[config.mk]
export PLATFORM = sky130hd
export DESIGN_NAME = exu_div
export DESIGN_NICKNAME = d
export VERILOG_FILES = /design/src/rtl/exu_div.sv
export SDC_FILE = /design/constraint.sdc
export NUM_CORES = 1
export LEC_CHECK = 0
export CORE_MARGIN = 5
export CORE_UTILIZATION = 28
export CTS_CLUSTER_SIZE = 30
export DETAILED_ROUTE_END_ITERATION = 7
export PLACE_DENSITY = 0.5
export RECOVER_POWER = 50
export REMOVE_ABC_BUFFERS = 1
export SYNTH_ARGS = -nofsm -noshare
export SYNTH_HDL_FRONTEND = slang
export SYNTH_SLANG_ARGS = --single-unit
export TNS_END_PERCENT = 20
[constraint.sdc]
create_clock -name clk -period 3.35 [get_ports clk]
set_input_delay 1.005 -clock clk [delete_from_list [all_inputs] [get_ports clk]]
set_output_delay 1.005 -clock clk [all_outputs]
set_load 0.005 [all_outputs]
[src/rtl/exu_div.sv]
// Iterative radix-2 restoring divider for RISC-V DIV/DIVU/REM/REMU with single-cycle writeback.
// Optional EXU_DIV_EARLY_OUT_EN: divide-by-zero and signed overflow go straight to writeback.
module exu_div #(
    parameter int unsigned XLEN  = 32,
    parameter int unsigned TAG_W = 8
) (
    input  logic             clk,
    input  logic             rst,
    input  logic             flush,
    input  logic             in_valid,
    input  logic             in_rem,
    input  logic             in_signed,
    input  logic [XLEN-1:0]  in_rs1_data,
    input  logic [XLEN-1:0]  in_rs2_data,
    input  logic [4:0]       in_rd_addr,
    input  logic [TAG_W-1:0] in_instr_tag,
    output logic             busy,
    output logic             wb_valid,
    output logic [XLEN-1:0]  wb_data,
    output logic [4:0]       wb_rd_addr,
    output logic [TAG_W-1:0] wb_instr_tag
);

    localparam int unsigned     CntW    = $clog2(XLEN);
    localparam logic [CntW-1:0] CntLast = CntW'(XLEN - 1);
    localparam logic [XLEN-1:0] MinNeg  = {1'b1, {(XLEN - 1){1'b0}}};

    typedef enum logic [1:0] {StIdle, StCalc, StFix, StDone} state_e;

    state_e state_q, state_d;

    logic [CntW-1:0]  cnt_q, cnt_d;
    logic [XLEN-1:0]  rem_q, rem_d;
    logic [XLEN-1:0]  quo_q, quo_d;
    logic [XLEN-1:0]  dvs_q, dvs_d;
    logic [XLEN-1:0]  rs1_q, rs1_d;
    logic             op_rem_q, op_rem_d;
    logic             q_neg_q, q_neg_d;
    logic             r_neg_q, r_neg_d;
    logic             div_zero_q, div_zero_d;
    logic             ovf_q, ovf_d;
    logic [4:0]       rd_q, rd_d;
    logic [TAG_W-1:0] tag_q, tag_d;
    logic [XLEN-1:0]  wb_data_q, wb_data_d;
    logic [4:0]       wb_rd_q, wb_rd_d;
    logic [TAG_W-1:0] wb_tag_q, wb_tag_d;

    logic            accept;
    logic            early_out;
    logic            rs1_neg, rs2_neg;
    logic            in_div_zero, in_ovf;
    logic [XLEN-1:0] rs1_mag, rs2_mag;
    logic [XLEN:0]   shifted, diff;
    logic [XLEN-1:0] q_fix, r_fix, fix_result;

    assign accept      = (state_q == StIdle) & in_valid & ~flush;
    assign rs1_neg     = in_signed & in_rs1_data[XLEN-1];
    assign rs2_neg     = in_signed & in_rs2_data[XLEN-1];
    assign rs1_mag     = rs1_neg ? -in_rs1_data : in_rs1_data;
    assign rs2_mag     = rs2_neg ? -in_rs2_data : in_rs2_data;
    assign in_div_zero = (in_rs2_data == '0);
    assign in_ovf      = in_signed & (in_rs1_data == MinNeg) & (in_rs2_data == '1);

    // One restoring step: shift {rem, quo} left and trial-subtract the divisor magnitude.
    assign shifted = {rem_q, quo_q[XLEN-1]};
    assign diff    = shifted - {1'b0, dvs_q};

`ifdef EXU_DIV_EARLY_OUT_EN
    logic [XLEN-1:0] early_result;

    assign early_out = in_div_zero | in_ovf;

    always_comb begin
        if (in_div_zero) begin
            early_result = in_rem ? in_rs1_data : '1;
        end else begin
            early_result = in_rem ? '0 : MinNeg;
        end
    end
`else
    assign early_out = 1'b0;
`endif

    always_comb begin
        q_fix = q_neg_q ? -quo_q : quo_q;
        r_fix = r_neg_q ? -rem_q : rem_q;
        if (div_zero_q) begin
            q_fix = '1;
            r_fix = rs1_q;
        end else if (ovf_q) begin
            q_fix = MinNeg;
            r_fix = '0;
        end
        fix_result = op_rem_q ? r_fix : q_fix;
    end

    // State register, including the datapath registers.
    always_ff @(posedge clk) begin
        if (rst) begin
            state_q    <= StIdle;
            cnt_q      <= '0;
            rem_q      <= '0;
            quo_q      <= '0;
            dvs_q      <= '0;
            rs1_q      <= '0;
            op_rem_q   <= 1'b0;
            q_neg_q    <= 1'b0;
            r_neg_q    <= 1'b0;
            div_zero_q <= 1'b0;
            ovf_q      <= 1'b0;
            rd_q       <= '0;
            tag_q      <= '0;
            wb_data_q  <= '0;
            wb_rd_q    <= '0;
            wb_tag_q   <= '0;
        end else begin
            state_q    <= state_d;
            cnt_q      <= cnt_d;
            rem_q      <= rem_d;
            quo_q      <= quo_d;
            dvs_q      <= dvs_d;
            rs1_q      <= rs1_d;
            op_rem_q   <= op_rem_d;
            q_neg_q    <= q_neg_d;
            r_neg_q    <= r_neg_d;
            div_zero_q <= div_zero_d;
            ovf_q      <= ovf_d;
            rd_q       <= rd_d;
            tag_q      <= tag_d;
            wb_data_q  <= wb_data_d;
            wb_rd_q    <= wb_rd_d;
            wb_tag_q   <= wb_tag_d;
        end
    end

    always_comb begin
        state_d = state_q;
        unique case (state_q)
            StIdle: begin
                if (accept) begin
                    state_d = early_out ? StDone : StCalc;
                end
            end
            StCalc: begin
                if (flush) begin
                    state_d = StIdle;
                end else if (cnt_q == '0) begin
                    state_d = StFix;
                end
            end
            StFix:   state_d = flush ? StIdle : StDone;
            StDone:  state_d = StIdle;
            default: state_d = StIdle;
        endcase
    end

    always_comb begin
        cnt_d      = cnt_q;
        rem_d      = rem_q;
        quo_d      = quo_q;
        dvs_d      = dvs_q;
        rs1_d      = rs1_q;
        op_rem_d   = op_rem_q;
        q_neg_d    = q_neg_q;
        r_neg_d    = r_neg_q;
        div_zero_d = div_zero_q;
        ovf_d      = ovf_q;
        rd_d       = rd_q;
        tag_d      = tag_q;
        wb_data_d  = wb_data_q;
        wb_rd_d    = wb_rd_q;
        wb_tag_d   = wb_tag_q;
        if (accept) begin
            cnt_d      = CntLast;
            rem_d      = '0;
            quo_d      = rs1_mag;
            dvs_d      = rs2_mag;
            rs1_d      = in_rs1_data;
            op_rem_d   = in_rem;
            q_neg_d    = in_signed & (in_rs1_data[XLEN-1] ^ in_rs2_data[XLEN-1]);
            r_neg_d    = rs1_neg;
            div_zero_d = in_div_zero;
            ovf_d      = in_ovf;
            rd_d       = in_rd_addr;
            tag_d      = in_instr_tag;
`ifdef EXU_DIV_EARLY_OUT_EN
            if (early_out) begin
                wb_data_d = early_result;
                wb_rd_d   = in_rd_addr;
                wb_tag_d  = in_instr_tag;
            end
`endif
        end else if (state_q == StCalc) begin
            if (cnt_q != '0) begin
                cnt_d = cnt_q - CntW'(1);
            end
            if (!diff[XLEN]) begin
                rem_d = diff[XLEN-1:0];
                quo_d = {quo_q[XLEN-2:0], 1'b1};
            end else begin
                rem_d = shifted[XLEN-1:0];
                quo_d = {quo_q[XLEN-2:0], 1'b0};
            end
        end else if ((state_q == StFix) && !flush) begin
            wb_data_d = fix_result;
            wb_rd_d   = rd_q;
            wb_tag_d  = tag_q;
        end
    end

    // A flush in the writeback cycle itself still kills the strobe.
    always_comb begin
        busy         = (state_q == StCalc) || (state_q == StFix);
        wb_valid     = (state_q == StDone) && !flush;
        wb_data      = wb_data_q;
        wb_rd_addr   = wb_rd_q;
        wb_instr_tag = wb_tag_q;
    end

endmodule
==> summary.txt <==
Outcome - completed
CTS tree - done
Sequential Power Share - 0.288
#FFs+latches synth - 198
Worst-Margin Slew - 1.05 ns
Initial core utilization - 0.282
Min cycle time layout - 3.21 ns
Fraction of layout cells with a size suffix above 1 - 0.116
CP Class - in -> out
Synth warn - 0
Tcrit/Tclk final - 0.957
Netlist area before placement - 12400 µm²
Area of the core - 43900 µm²
Worst EP required - 2.34 ns
Largest net degree at the start of global routing - 109
P_int - 6.17 mW
RSZ-0062 raised after global routing - no
Unique masters post-synth - 70
Initial antenna violation count - 0
Avg Cell Area, Syn - 7.72 µm²
Main synth FF type - dfxtp_1
Max Slew Vio Count - 0
RR Endpoint - rem_q[10]
Clock Power Share - 0.245
CTS sink count - 198
EDFF count, synth - 0
Non-Filler Instances - 2414
H-Tree Depth - 4
Number of nets with antenna violations after routing - 0
Sw Share - 0.367
MaxCap Viol Count - 0
Post-Route WL - 41.7 mm
Max Buffers Root-to-Sink - 2
DRC viols - 0
P per Cell Area - 611 nW/µm²
IO buf count - 129
R2r worst-path depth - 14
Hold path startpoint - wb_instr_tag[7]
Max-slew headroom - 0.292
Root buf cell - clkbuf_16
P&R area growth vs syn - 28.9%
Final #Nets - 1939
Routed wire per std cell - 17.3 µm
Commonest non-fill, non-tap cells in the layout - 200 x nand2_1, 198 x dfxtp_1, 190 x a21oi_1
DR vias/cell - 5.05
GR Util All Layers - 0.170
Starting DRT DRC Count - 743
ANT cells - 0
Post-route setup slack - 0.144 ns
Hold buffer count at CTS - 0
Reg clk slew, reported paths - 0.07 ns
Min-Delay Path Class - reg -> reg
Comb pwr share - 0.467
CP Max Fanout - 4
Async SR Flop Fraction - 0
# rows - 77
Detailed placement HPWL - 31.5 mm
TritonRoute pass-1 iters - 7
Die width - 220 µm
Clock latency on the worst-skew pair - 0.46 ns
Overflow left after global routing - 0
Worst Setup Start Kind - input port
Hold Vio Cnt, Final - 0
Die ar. - 48500 µm²
Sequential share of the synthesized area - 0.320
Critical path launch point - flush
Leak - 6.04 nW
Final clock skew - 0.0126 ns
Worst reg2reg setup slack - 0.21 ns
I/O pin total - 130
Vias in the first global route - 11600
Vias - 12200
Crit Reg-Reg Startpoint - quo_q[31]
Place WS - -0.355 ns
Syn Inst Count - 1604
End point of the critical path - wb_valid
First-pass GRT wire length - 65.8 mm
Die Y - 220 µm
Switching power - 3.57 mW
Max VDD drop - 0.000402 V
TNS Setup - 0 ns
Arr. time, crit path - 2.20 ns
Setup Viol. Count Final - 0
Crit. End Element - primary output
Max frequency - 312 MHz
Gpl congestion - 0.888
Placed cell count - 2376
Most common cell after layout, fill and taps aside - nand2_1
Num CTS Buffers - 17
==> logic make-up after synthesis <==
family	Yosys count	share of synthesized area
buffers and inverters	157	0.0495
AO/OA/AOI/OAI	508	0.250
flip-flops	198	0.320
AND/OR/NAND/NOR	495	0.185
adder cells (fa/ha/maj)	45	0.0461
multiplexers	59	0.0479
XOR/XNOR	142	0.101
==> metrics by stage <==
stage / power, mW / cell area, µm² / hold WS (ns) / utilization
global route: 10.4 / 16000 / 0.470 / 0.363
finish: 9.75 / 16000 / 0.450 / 0.363
CTS: 9.59 / 15900 / 0.455 / 0.362
global placement: 7.13 / 15200 / 0.438 / 0.347
floorplan: 5.65 / 12000 / 0.426 / -
detailed placement: 7.17 / 15200 / 0.445 / 0.347
==> worst min-delay path by stage <==
stage | endpoint | slack, ns | cells past startpoint
after detailed placement | wb_instr_tag[6] | 0.44 | 2
final | wb_instr_tag[7] | 0.45 | 2
after global placement | wb_data[2] | 0.44 | 2
after floorplan | dvs_q[10] | 0.43 | 2
after CTS | wb_instr_tag[7] | 0.45 | 2
after global routing | dvs_q[20] | 0.47 | 2
==> layer usage <==
layer | vias to the layer above | track usage | part of all wire
li1 | 6161 | - | -
met1 | 5721 | 0.244 | 0.49
met2 | 250 | 0.256 | 0.43
met3 | 60 | 0.0211 | 0.037
met4 | 0 | 0.0745 | 0.040
met5 | - | 0 | 0
==> cell type report <==
type,instances,area [µm²]
clock buffer,18,439
timing repair buffer,284,2480
fill,4692,28000
inverter,61,229
sequential,198,3960
clock inverter,12,226
multi-input combinational,1249,7880
tap,592,741
==> critical path, stage by stage <==
cell	delay, ns
clkdlybuf4s50_1	0.42
buf_4	0.15
nor2b_1	0.11
clkdlybuf4s50_1	0.51
==> cell usage after synthesis (13+ instances only) <==
library cell	count	area, µm²
or3_1	20	125
nor3_1	28	140
nand2b_1	13	81.3
clkbuf_1	79	297
nor2_1	134	503
o21ai_0	123	616
a21oi_1	190	951
a311oi_1	13	114
xnor2_1	71	622
nand4_1	16	100
a21o_1	16	120
mux2i_1	57	571
inv_1	60	225
o41ai_1	20	175
o31ai_1	22	165
dfxtp_1	198	3960
nand2_1	200	751
a211oi_1	50	375
ha_1	44	551
nor4_1	13	81.3
xor2_1	70	613
==> power by group through the flow <==
stage	Clock (mW)	Sequential (mW)	Combinational [mW]
2_1_floorplan	0	2.82	2.84
3_3_place_gp	0	2.85	4.28
3_5_place_dp	0	2.85	4.31
4_1_cts	2.45	2.80	4.34
5_1_grt	2.55	2.83	5.00
6_report	2.39	2.80	4.55
==> state kept, by name, summed over array words and instances, names as in the netlist, 2 cells and up <==
signal and count:
quo_q 32, wb_data 32, rs1_q 32, wb_instr_tag 8, cnt_q 5, state_q 2
wb_rd_addr 5, dvs_q 32, tag_q 8, rd_q 5, rem_q 32
==> what timing repair did <==
action / CTS / global route
setup buffers: 0 / 8
setup endpoints to repair: 0 / 36
endpoints found under the hold margin: 0 / 0
resized for setup: 0 / 6
Power figures use the tool's default switching activity.
==> patch, RTL diff (config.mk and constraints unchanged) <==
Build with the macro `EXU_DIV_EARLY_OUT_EN` defined.
--- a/src/rtl/exu_div.sv
+++ b/src/rtl/exu_div.sv
@@ -1,4 +1,6 @@
 // Iterative radix-2 restoring divider for RISC-V DIV/DIVU/REM/REMU with single-cycle writeback.
 // Optional EXU_DIV_EARLY_OUT_EN: divide-by-zero and signed overflow go straight to writeback.
+`define EXU_DIV_EARLY_OUT_EN
+
 module exu_div #(
     parameter int unsigned XLEN  = 32,
Check against the original RTL: not equivalent (a bounded check fails within 4 cycles, from zero or initial values and one cycle with rst high).
==> patch against the original RTL <==
  * Routed wire length up 8.7%
  * Global-route usage rose by 0.080 points
  * Design area is 8.6% higher
  * The flow now finishes with violations (setup timing)
  * Sequential share of layout area shrank 2.0 points
  * Setup slack worse by 0.17 ns
  * Critical endpoint is now wb_rd_addr[4]
  * Utilization grew 1.1 points
  * Register-to-register slack about the same
  * Critical path type is now input port to register
  * Sequential cell count did not move
  * Largest cell class unchanged
  * Area after synthesis is 5.2% higher
Power is not compared: it rests on default switching activity, and its combinational part moved more than twofold at a synthesized area within 25%.
==> patch: results (changes against the original RTL) <==
Run status
  • Status: finished, violations left
  • Failing checks: setup timing

Placement
  • Placer Congestion: 0.831 (-6.4%)
  • HPWL after DPL: 33,200 um (+5.6%)
  • Post-place setup slack: -0.910 ns (-0.555 ns)
  • DP Area: 16,200 um^2 (+6.5%)

Logic synthesis
  • Top cells by area, synth: dfxtp_1 (30%), a21oi_1 (5.8%), nor2_1 (5.3%), o21ai_0 (5.1%), xor2_1 (5.1%)
  • Async SR Flop Fraction: 0% (unchanged)
  • Sequential-to-total area share from yosys stat: 30.4% (-1.6 points)
  • Synth Area in Adders: 4.38% (-0.23 points)
  • Xor/xnor share of the synthesized area: 10.0% (-0.083 points)
  • Syn. warnings: 0 (unchanged)
  • Most frequent cells after synthesis: dfxtp_1 (198), nor2_1 (185), nand2_1 (154), a21oi_1 (151), o21ai_0 (133)
  • Netlist cell types: 67 (-4.3%)
  • Mux cell area share after synthesis: 4.87% (+0.082 points)

GRT
  • Initial antenna violation count: 1 (+1)
  • Vias in the first global route: 12,400 (+6.7%)
  • Largest net degree at the start of global routing: 84 (-23%)
  • First-pass GRT wire length: 69,600 um (+5.9%)
  • Grt met2 use: 27.0% (+1.4 points)
  • GR Util met3: 2.27% (+0.17 points)
  • Total global routing track utilization: 17.1% (+0.080 points)
  • M1 GR Usage: 24.2% (-0.18 points)

STA
  • TNS Setup: -0.192 ns (-0.192 ns)
  • Worst Max-Slew Pin Slew: 1.23 ns (+0.185 ns)
  • Final setup margin: -0.0293 ns (-0.173 ns)
  • Post-Route Skew: 0.0156 ns (+0.00299 ns)
  • Final setup viols: 13 (+13)
  • Hold WS: 0.453 ns (+0.00320 ns)
  • Max Slew Vio Count: 0 (unchanged)

Layout
  • Fill count: 4,884 (+4.1%)
  • Cell Count, Final, Fillers Out: 2,547 (+5.5%)
  • Layout cells sized above 1: 17.0% (+5.4 points)

Routing
  • Met2 wire length: 20,200 um (+13%)
  • First-pass DRT Iterations: 5 (-2)
  • Initial DRC count: 757 (+1.9%)
  • WL/cell: 17.8 um (+3.0%)
  • Top Layer Used: met5
  • Metal3 WL: 1890 um (+21%)
  • Vias per cell: 5.14 (+1.7%)
  • Met1 WL: 21,900 um (+6.7%)

Setup path
  • Crit-path max FO: 6 (+2)
  • Worst r2r src: dvs_q[0]
  • Critical Path End: wb_rd_addr[4]
  • Reg2reg end: rem_q[31]
  • CP peak stage delay: 0.53 ns (+0.02 ns)
  • FF-to-FF path depth: 11 (-3)
  • Slowest cell on the critical path: or4_4

Clock network
  • Post-cts resize count: 42 (+42)
-- patch: power breakdown --
| group | internal (mW) | switching [mW] |
|---|---|---|
| registers | 2.94 | 0.588 |
| clock network | 1.13 | 0.970 |
| logic | 4.44 | 5.50 |
| total | 8.50 | 7.06 |
-- patch: cell type report --
class / count / share of cell area (%)
Multi-Input combinational cell: 1302 / 49.7
Tap cell: 607 / 4.38
Inverter: 59 / 1.28
Sequential cell: 198 / 22.9
Timing Repair Buffer: 351 / 18.5
Clock inverter: 9 / 0.599
Clock buffer: 21 / 2.66
-- patch: how the worst min path moves through the flow --
| stage | endpoint | depth (start not counted) | start |
|---|---|---|---|
| after floorplan | rs1_q[7] | 2 | rs1_q[7] |
| after global placement | rs1_q[31] | 2 | rs1_q[31] |
| after detailed placement | rs1_q[13] | 2 | rs1_q[13] |
| after CTS | rs1_q[13] | 2 | rs1_q[13] |
| after global routing | rs1_q[15] | 2 | rs1_q[15] |
| final | rs1_q[31] | 2 | rs1_q[31] |
